## src/rtl/program_loader_pkg.sv

```systemverilog
// Shared types and constants for the boot-time program loader.
package program_loader_pkg;

   // Loader phases, in the order an image is consumed.
   typedef enum logic [2:0] {
      HDR_HI = 3'd0,
      HDR_LO = 3'd1,
      DATA   = 3'd2,
      CSUM   = 3'd3,
      DONE   = 3'd4,
      ERROR  = 3'd5
   } state_t;

   localparam int WORD_BYTES         = 4;
   localparam int CSUM_W             = 8;
   localparam int DEF_MAX_WORDS      = 256;
   localparam int DEF_TIMEOUT_CYCLES = 1000000;

endpackage

```

## src/rtl/program_loader_word_asm.sv

```systemverilog
// Big-endian word assembler with running payload checksum.
// o_word is the word including the byte currently presented, so the parent
// can capture a finished word on the same edge that accepts its last byte.
module loader_word_asm
   import program_loader_pkg::*;
(
   input  logic                    clk,
   input  logic                    rst_n,
   input  logic                    i_clear,
   input  logic                    i_byte_en,
   input  logic [7:0]              i_byte,
   output logic [8*WORD_BYTES-1:0] o_word,
   output logic                    o_word_last,
   output logic [CSUM_W-1:0]       o_csum
);

   localparam int IDX_W = $clog2(WORD_BYTES);

   logic [8*WORD_BYTES-1:0] r_word;
   logic [IDX_W-1:0]        r_idx;
   logic [CSUM_W-1:0]       r_csum;

   assign o_word      = {r_word[8*WORD_BYTES-9:0], i_byte};
   assign o_word_last = i_byte_en && (r_idx == IDX_W'(WORD_BYTES - 1));
   assign o_csum      = r_csum;

   // Shift bytes in MSB first, track byte position and accumulate checksum.
   always_ff @(posedge clk) begin
      if (rst_n || i_clear) begin
         r_word <= '0;
         r_idx  <= '0;
         r_csum <= '0;
      end else if (i_byte_en) begin
         r_word <= o_word;
         r_idx  <= o_word_last ? '0 : r_idx + IDX_W'(1);
         r_csum <= r_csum + CSUM_W'(i_byte);
      end
   end

endmodule

```

## src/rtl/program_loader.sv

```systemverilog
// Boot loader: parses a counted, checksummed byte image into memory words
// and holds the core in reset until the image has been verified.
module program_loader
   import program_loader_pkg::*;
#(
   parameter int ADDR_W         = 8,
   parameter int MAX_WORDS      = DEF_MAX_WORDS,
   parameter int TIMEOUT_CYCLES = DEF_TIMEOUT_CYCLES
) (
   input  logic              clk,
   input  logic              rst_n,
   input  logic              rx_valid,
   input  logic [7:0]        rx_data,
   output logic              rx_ready,
   input  logic              start,
   output logic              mem_we,
   output logic [ADDR_W-1:0] mem_addr,
   output logic [31:0]       mem_wdata,
   output logic              cpu_rst,
   output logic              load_done,
   output logic              load_err,
   output logic [15:0]       word_cnt
);

   localparam int TMO_W = $clog2(TIMEOUT_CYCLES + 1);

   state_t              r_state;
   state_t              w_state_next;
   logic [15:0]         r_count;
   logic [15:0]         r_word_cnt;
   logic [ADDR_W-1:0]   r_mem_addr;
   logic [31:0]         r_mem_wdata;
   logic                r_mem_we;
   logic                r_cpu_rst;
   logic                r_load_done;
   logic                r_load_err;
   logic [TMO_W-1:0]    r_tmo;

   logic                w_xfer;
   logic                w_active;
   logic                w_timeout;
   logic [15:0]         w_hdr_n;
   logic                w_bad_count;
   logic                w_restart;
   logic                w_byte_en;
   logic                w_asm_clear;
   logic                w_word_last;
   logic                w_last_word;
   logic [31:0]         w_word;
   logic [CSUM_W-1:0]   w_csum;

   assign w_xfer      = rx_valid && rx_ready;
   assign w_active    = (r_state == HDR_LO) || (r_state == DATA) || (r_state == CSUM);
   // Idle count reaches the limit on this cycle if nothing arrives now.
   assign w_timeout   = w_active && !w_xfer && (r_tmo == TMO_W'(TIMEOUT_CYCLES - 1));
   assign w_hdr_n     = {r_count[15:8], rx_data};
   assign w_bad_count = (w_hdr_n == 16'd0) || (w_hdr_n > 16'(MAX_WORDS));
   assign w_restart   = start && ((r_state == DONE) || (r_state == ERROR));
   assign w_byte_en   = w_xfer && (r_state == DATA);
   // The assembler is held clear until payload starts, so stale partial
   // words from an aborted load can never leak into a new image.
   assign w_asm_clear = (r_state == HDR_HI) || (r_state == HDR_LO);
   assign w_last_word = w_word_last && (r_word_cnt == r_count - 16'd1);

   loader_word_asm u_word_asm (
      .clk         (clk),
      .rst_n       (rst_n),
      .i_clear     (w_asm_clear),
      .i_byte_en   (w_byte_en),
      .i_byte      (rx_data),
      .o_word      (w_word),
      .o_word_last (w_word_last),
      .o_csum      (w_csum)
   );

   // State register.
   always_ff @(posedge clk) begin
      if (rst_n) r_state <= HDR_HI;
      else       r_state <= w_state_next;
   end

   // Next-state decode.
   always_comb begin
      w_state_next = r_state;
      unique case (r_state)
         HDR_HI: if (w_xfer) w_state_next = HDR_LO;
         HDR_LO: begin
            if (w_xfer)         w_state_next = w_bad_count ? ERROR : DATA;
            else if (w_timeout) w_state_next = ERROR;
         end
         DATA: begin
            if (w_last_word)    w_state_next = CSUM;
            else if (w_timeout) w_state_next = ERROR;
         end
         CSUM: begin
            if (w_xfer)         w_state_next = (rx_data == w_csum) ? DONE : ERROR;
            else if (w_timeout) w_state_next = ERROR;
         end
         DONE, ERROR: if (start) w_state_next = HDR_HI;
         default: w_state_next = HDR_HI;
      endcase
   end

   // Stream ready is the only output decoded straight from state.
   always_comb begin
      rx_ready = 1'b0;
      unique case (r_state)
         HDR_HI, HDR_LO, DATA, CSUM: rx_ready = 1'b1;
         default:                    rx_ready = 1'b0;
      endcase
   end

   // Status flags registered from the state being entered.
   always_ff @(posedge clk) begin
      if (rst_n) begin
         r_cpu_rst   <= 1'b1;
         r_load_done <= 1'b0;
         r_load_err  <= 1'b0;
      end else begin
         r_cpu_rst   <= (w_state_next != DONE);
         r_load_done <= (w_state_next == DONE);
         r_load_err  <= (w_state_next == ERROR);
      end
   end

   // Header capture, memory write port, word/address counters and idle timer.
   always_ff @(posedge clk) begin
      if (rst_n || w_restart) begin
         r_count     <= '0;
         r_word_cnt  <= '0;
         r_mem_addr  <= '0;
         r_mem_wdata <= '0;
         r_mem_we    <= 1'b0;
         r_tmo       <= '0;
      end else begin
         r_mem_we <= 1'b0;
         if (w_active && !w_xfer) r_tmo <= r_tmo + TMO_W'(1);
         else                     r_tmo <= '0;
         if ((r_state == HDR_HI) && w_xfer) r_count[15:8] <= rx_data;
         if ((r_state == HDR_LO) && w_xfer) r_count[7:0]  <= rx_data;
         if (w_word_last) begin
            r_mem_we    <= 1'b1;
            r_mem_wdata <= w_word;
            r_word_cnt  <= r_word_cnt + 16'd1;
         end
         // Advance after each write, but park on the last word of the image.
         if (r_mem_we && (r_word_cnt != r_count)) r_mem_addr <= r_mem_addr + ADDR_W'(1);
      end
   end

   assign mem_we    = r_mem_we;
   assign mem_addr  = r_mem_addr;
   assign mem_wdata = r_mem_wdata;
   assign cpu_rst   = r_cpu_rst;
   assign load_done = r_load_done;
   assign load_err  = r_load_err;
   assign word_cnt  = r_word_cnt;

endmodule

```

## config.mk

```make
export PLATFORM = sky130hd
export DESIGN_NAME = program_loader
export DESIGN_NICKNAME = d
export VERILOG_FILES = /design/src/rtl/program_loader_pkg.sv /design/src/rtl/program_loader_word_asm.sv /design/src/rtl/program_loader.sv
export SDC_FILE = /design/constraint.sdc
export NUM_CORES = 1
export LEC_CHECK = 0
export BUFFER_PORTS_ARGS = -buffer_cell sky130_fd_sc_hd__buf_4
export CORE_MARGIN = 8
export CORE_UTILIZATION = 45
export DETAILED_ROUTE_END_ITERATION = 8
export PLACE_DENSITY_LB_ADDON = 0.2
export SLEW_MARGIN = 5
export SYNTH_ARGS = -nofsm -noshare
export SYNTH_HDL_FRONTEND = slang
export SYNTH_SLANG_ARGS = --single-unit
```

## constraint.sdc

```tcl
create_clock -name clk -period 2.5 [get_ports clk]
set_input_delay 0.5 -clock clk [delete_from_list [all_inputs] [get_ports clk]]
set_output_delay 0.5 -clock clk [all_outputs]
set_load 0.03 [all_outputs]
```

==> results of run 1 <==
-- cells in the final DEF, fill, tap and decap left out, types with 2 or more instances in the layout --
cell and count:
or2_2 3, clkbuf_16 17, nor2b_1 6, nor3b_1 2, o21ai_0 7, nand4_1 14, clkinv_2 4, nor4_1 8
nand2b_1 5, mux2i_1 2, nand3_1 15, clkbuf_1 2, and4_1 6, a21oi_1 90, a21o_1 2, nor3_1 15
nand3b_1 3, xnor2_1 27, xor2_1 41, dfxtp_1 133, nand2_1 177, clkinv_4 2, or3_1 2, ha_1 12
or4_1 2, buf_4 83, inv_1 10, o31ai_1 2, a211oi_1 3, and4b_1 2, nor2_1 74, clkinvlp_4 4
or4_4 3, and3_1 10
-- sequential cells by signal, indices dropped and copies added (netlist names) --
signal	cells
mem_wdata	32
r_state	3
word_cnt	16
u_word_asm.r_idx	2
mem_we	1
cpu_rst	1
u_word_asm.r_word	24
load_done	1
mem_addr	8
u_word_asm.o_csum	8
load_err	1
r_tmo	20
r_count	16
-- per-layer routing --
metal,vias up,part of all wire,global-route usage
li1,2604,-,-
met1,2386,0.46,0.220
met2,108,0.47,0.285
met5,-,0,0
met4,0,0.017,0.0608
met3,20,0.053,0.0511
-- power groups by stage --
stage | clock network (W) | logic [W] | registers [W]
floorplan | 0 | 0.000253 | 0.00221
global placement | 0 | 0.000335 | 0.00222
detailed placement | 0 | 0.000339 | 0.00222
CTS | 0.00237 | 0.000341 | 0.00217
global route | 0.00247 | 0.000380 | 0.00218
finish | 0.00232 | 0.000343 | 0.00218
-- critical path: stages (launching register included) --
cell and delay, ns:
dfxtp_1 0.36, inv_1 0.08, ha_1 0.25, or4b_4 0.54, nor4_2 0.21, nor2b_1 0.19, nor3_1 0.05, and4_1 0.22
a31oi_2 0.22, nor2b_1 0.07
-- final cells by class --
class / instances / area (µm²)
fill: 1282 / 5860
clock buffer: 20 / 447
clock inverter: 12 / 106
inverter: 10 / 37.5
timing repair buffer: 84 / 643
multi-input combinational: 554 / 3050
sequential: 133 / 2660
tap: 176 / 220
-- path summary, 6_finish.rpt --
| path | start | to | slack (ns) | cells past startpoint |
|---|---|---|---|---|
| min reg2reg | mem_wdata[4]$_SDFFE_PP0P_ | mem_wdata[4]$_SDFFE_PP0P_ | 0.46 | 2 |
| max | r_count[0]$_SDFFE_PP0P_ | r_state[0]$_SDFF_PP0_ | 0.18 | 9 |
| min | rst_n | r_state[1]$_SDFF_PP0_ | 0.30 | 2 |
| max reg2reg | r_count[0]$_SDFFE_PP0P_ | r_state[0]$_SDFF_PP0_ | 0.18 | 9 |
-- cells by family (layout without fill, tap and decap cells) --
family / after synthesis / in the layout / synth area share
AND/OR/NAND/NOR: 354 / 354 / 0.273
flip-flops: 133 / 133 / 0.449
AO/OA/AOI/OAI: 117 / 117 / 0.109
XOR/XNOR: 68 / 68 / 0.100
buffers and inverters: 52 / 126 / 0.0365
adder cells (fa/ha/maj): 13 / 13 / 0.0287
multiplexers: 2 / 2 / 0.00338
-- through the flow --
stage / cell area, µm² / hold WS, ns / total power, W / cells
after floorplan: 5930 / 0.426 / 0.00246 / 739
after global placement: 6610 / 0.443 / 0.00255 / 957
after detailed placement: 6610 / 0.447 / 0.00256 / 957
after CTS: 7160 / 0.280 / 0.00488 / 989
after global routing: 7170 / 0.287 / 0.00503 / 989
final: 7170 / 0.295 / 0.00484 / 989
==> impl_metrics.env, run 1 <==
export IMPL_clock_sinks=133
export IMPL_wl_per_cell_um=14.6
export IMPL_async_reset_ff_frac=0
export IMPL_grt_pass1_vias=4855
export IMPL_via_per_inst=5.17
export IMPL_htreeDepth=4
export IMPL_drv_cap=0
export IMPL_hold_violations=0
export IMPL_post_cts_setup_buffers=0
export IMPL_clock_power_share=0.480
export IMPL_grt_overflow=0
export IMPL_dr_pass1_iters=7
export IMPL_worst_slew_pin_transition_ns=0.684
export IMPL_die_w_um=131
export IMPL_ys_types=52
export IMPL_dp_hpwl_um=10400
export IMPL_place_congestion=0.820
export IMPL_row_count=42
export IMPL_insertion_delay_ns=0.42
export IMPL_cts_resized=0
export IMPL_yosysSeqAreaShare=0.449
export IMPL_dieArea_um2=17100
export IMPL_mappedNetlistNets=764
export IMPL_rsz0062_at_grt="no"
export IMPL_syn_area_per_cell_um2=8.02
export IMPL_yosysMostFrequentCell="nand2_1"
export IMPL_crit_arrival_ns=2.62
export IMPL_startpoint_type="flop"
export IMPL_clock_skew_ns=0.00730
export IMPL_num_vias=5118
export IMPL_p_sw_frac=0.242
export IMPL_ys_ff_latch=133
export IMPL_critical_path_max_fanout=5
export IMPL_finalWirelength_um=14400
export IMPL_ir_drop_mv=0.455
export IMPL_ys_warn_count=0
export IMPL_worst_setup_path_end_kind="flop"
export IMPL_cts_tree="built"
export IMPL_coreArea_um2=13000
export IMPL_ctsHoldBuffers=0
export IMPL_areaGrowthSynthToFinish_pct=21.0
export IMPL_post_route_util=0.550
export IMPL_hold_path_class="in2reg"
export IMPL_pre_cts_ws_ns=0.127
export IMPL_period_needed_ns=2.32
export IMPL_synth_common_cells="177 x nand2_1, 133 x dfxtp_1, 90 x a21oi_1"
export IMPL_antenna_found_initial=0
export IMPL_p_int_w=0.00367
export IMPL_grt_max_degree=39
export IMPL_synth_top_area_cell="dfxtp_1"
export IMPL_port_buffers=72
export IMPL_cts_root_buf="clkbuf_16"
export IMPL_grt_pass1_wl_um=23700
export IMPL_drcViolationCount=0
export IMPL_worst_setup_path_type="reg2reg"
export IMPL_synthFlopType="dfxtp_1"
export IMPL_fmax_ghz=0.432
export IMPL_seqPwrFrac=0.449
export IMPL_worst_slack_ns=0.184
export IMPL_power_frac_comb=0.071
export IMPL_start_util=0.455
export IMPL_diodes=0
export IMPL_tns_ns=0
export IMPL_p_switching_w=0.00117
export IMPL_setup_violations=0
export IMPL_crit_required_ns=2.80
export IMPL_drive_above_1_share=0.156
export IMPL_grtUsageTotal=0.176
export IMPL_netlist_top_cells_area="dfxtp_1 45%, nand2_1 11%, a21oi_1 7.6%"
export IMPL_run_status="complete, no violations"
export IMPL_synth_edf_count=0
export IMPL_ant_nets=0
export IMPL_synth_cells=739
export IMPL_clockBufferDepth=2
export IMPL_cts_made_buffers=17
export IMPL_drt_iter0_markers=288
export IMPL_power_leakage_nw=2.72
export IMPL_io_pins=73
export IMPL_die_h_um=131
export IMPL_final_period_utilization=0.926
export IMPL_synth_top_cell_area_share=0.449
export IMPL_clk_pin_slew_ns=0.06
export IMPL_synth_area_um2=5930
export IMPL_p_per_area_nw_per_um2=675
export IMPL_nets=825
export IMPL_slew_headroom=0.544
export IMPL_drv_slew=0
Power figures use the tool's default switching activity.
==> run 2, diff against run 1 <==
--- a/config.mk
+++ b/config.mk
@@ -6,8 +6,10 @@
 export NUM_CORES = 1
 export LEC_CHECK = 0
 export BUFFER_PORTS_ARGS = -buffer_cell sky130_fd_sc_hd__buf_4
+export CELL_PAD_IN_SITES_DETAIL_PLACEMENT = 0
+export CELL_PAD_IN_SITES_GLOBAL_PLACEMENT = 2
 export CORE_MARGIN = 8
-export CORE_UTILIZATION = 45
+export CORE_UTILIZATION = 34
 export DETAILED_ROUTE_END_ITERATION = 8
 export PLACE_DENSITY_LB_ADDON = 0.2
 export SLEW_MARGIN = 5
==> run 2 against run 1 <==
  * Power grew 2.8%
  * Flip-flop and latch count is the same
  * Via count shrank 2.0%
==> impl_metrics.env, run 2 (synthesized netlist as in run 1, its figures left out) <==
export IMPL_run_status="complete, no violations"
export IMPL_finalWirelength_um=15300
export IMPL_clock_skew_ns=0.00917
export IMPL_crit_required_ns=2.85
export IMPL_dp_hpwl_um=11000
export IMPL_startpoint_type="flop"
export IMPL_die_h_um=148
export IMPL_fmax_ghz=0.428
export IMPL_io_pins=73
export IMPL_cts_resized=0
export IMPL_grt_pass1_wl_um=25300
export IMPL_final_seq_area_um2=2660
export IMPL_grt_max_degree=47
export IMPL_start_util=0.345
export IMPL_drcViolationCount=0
export IMPL_n_fill_cell=1796
export IMPL_hold_violations=0
export IMPL_rsz0062_at_grt="no"
export IMPL_worst_slew_pin_transition_ns=0.720
export IMPL_areaGrowthSynthToFinish_pct=22.9
export IMPL_post_route_util=0.424
export IMPL_worst_setup_path_type="reg2reg"
export IMPL_dp_cells=1011
export IMPL_cpPeakStageDelay_ns=0.53
export IMPL_ant_nets=0
export IMPL_drt_iter0_markers=210
export IMPL_nets=830
export IMPL_num_vias=5018
export IMPL_place_congestion=0.793
export IMPL_cts_made_buffers=17
export IMPL_ir_drop_mv=0.446
export IMPL_via_per_inst=4.81
export IMPL_wl_per_cell_um=14.7
export IMPL_grt_overflow=0
export IMPL_multi_input_area_um2=3050
export IMPL_largest_register_ffs=32
export IMPL_setup_violations=0
export IMPL_worst_setup_path_end_kind="flop"
export IMPL_post_cts_setup_buffers=0
export IMPL_grt_pass1_vias=4983
export IMPL_worst_slack_ns=0.161
export IMPL_final_period_utilization=0.935
export IMPL_diodes=0
export IMPL_grtUsageTotal=0.143
export IMPL_tns_ns=0
export IMPL_drv_cap=0
export IMPL_final_cell_mix="177 x nand2_1, 133 x dfxtp_1, 90 x a21oi_1"
export IMPL_insertion_delay_ns=0.42
export IMPL_layout_commonest_cell="nand2_1"
export IMPL_cts_tree="built"
export IMPL_port_buffers=72
export IMPL_instances_no_fill=1043
export IMPL_cts_root_buf="clkbuf_16"
export IMPL_critical_path_max_fanout=5
export IMPL_die_w_um=148
export IMPL_cp_cell_sequence="inv_1 -> ha_1 -> or4b_4 -> nor4_1 -> xnor2_1 -> a21boi_0 -> a31oi_2 -> nor2b_1"
export IMPL_power_leakage_nw=2.75
export IMPL_htreeDepth=4
export IMPL_total_power_w=0.00498
export IMPL_crit_slowest_cell="or4b_4"
export IMPL_row_count=48
export IMPL_p_per_area_nw_per_um2=683
export IMPL_clockBufferDepth=2
export IMPL_drv_slew=0
export IMPL_coreArea_um2=17200
export IMPL_hold_path_class="in2reg"
export IMPL_period_needed_ns=2.34
export IMPL_clock_sinks=133
export IMPL_antenna_found_initial=0
export IMPL_dr_pass1_iters=4
export IMPL_crit_arrival_ns=2.69
export IMPL_pre_cts_ws_ns=0.0921
export IMPL_slew_headroom=0.520
export IMPL_clk_pin_slew_ns=0.06
export IMPL_ctsHoldBuffers=0
export IMPL_dieArea_um2=21900
export IMPL_drive_above_1_share=0.160
-- run 2: path summary, 6_finish.rpt --
path	from	end	slack (ns)	cells past startpoint
worst min register to register	mem_wdata[18]$_SDFFE_PP0P_	mem_wdata[18]$_SDFFE_PP0P_	0.45	2
worst max-delay path	r_count[0]$_SDFFE_PP0P_	r_state[0]$_SDFF_PP0_	0.16	8
worst min-delay path	rst_n	r_state[1]$_SDFF_PP0_	0.29	2
worst max register to register	r_count[0]$_SDFFE_PP0P_	r_state[0]$_SDFF_PP0_	0.16	8
-- run 2: layer usage --
metal | global-route usage | share of wire | up-vias
li1 | - | - | 2604
met1 | 0.182 | 0.49 | 2329
met2 | 0.226 | 0.46 | 76
met3 | 0.0367 | 0.042 | 9
met4 | 0.0586 | 0.011 | 0
met5 | 0 | 0 | -
-- run 2: power breakdown --
group	internal (W)	total [W]	switching [W]
clock	0.00152	0.00246	0.000941
sequential	0.00214	0.00217	0.0000316
combinational	0.000140	0.000342	0.000203
total	0.00380	0.00498	0.00118
-- run 2: final cells by class --
cell class / instances / area share
Multi-Input combinational cell: 554 / 0.418
Sequential cell: 133 / 0.366
Timing Repair Buffer: 89 / 0.0917
Clock buffer: 21 / 0.0632
Tap cell: 225 / 0.0386
Clock inverter: 11 / 0.0173
Inverter: 10 / 0.00515
-- run 2: critical path, delay by kind of cell, from the launching register on --
family	cells	cell delay, ns
fa+ha+maj	1	0.23
compound gates	2	0.48
buf+inv	1	0.08
flops	1	0.36
simple gates	3	0.97
xor+xnor	1	0.15
-- run 2: stage by stage --
| step | area [µm²] | hold WS, ns |
|---|---|---|
| after floorplan | 5930 | 0.426 |
| after global placement | 6700 | 0.440 |
| after detailed placement | 6700 | 0.447 |
| after CTS | 7280 | 0.267 |
| after global routing | 7280 | 0.284 |
| final | 7280 | 0.287 |
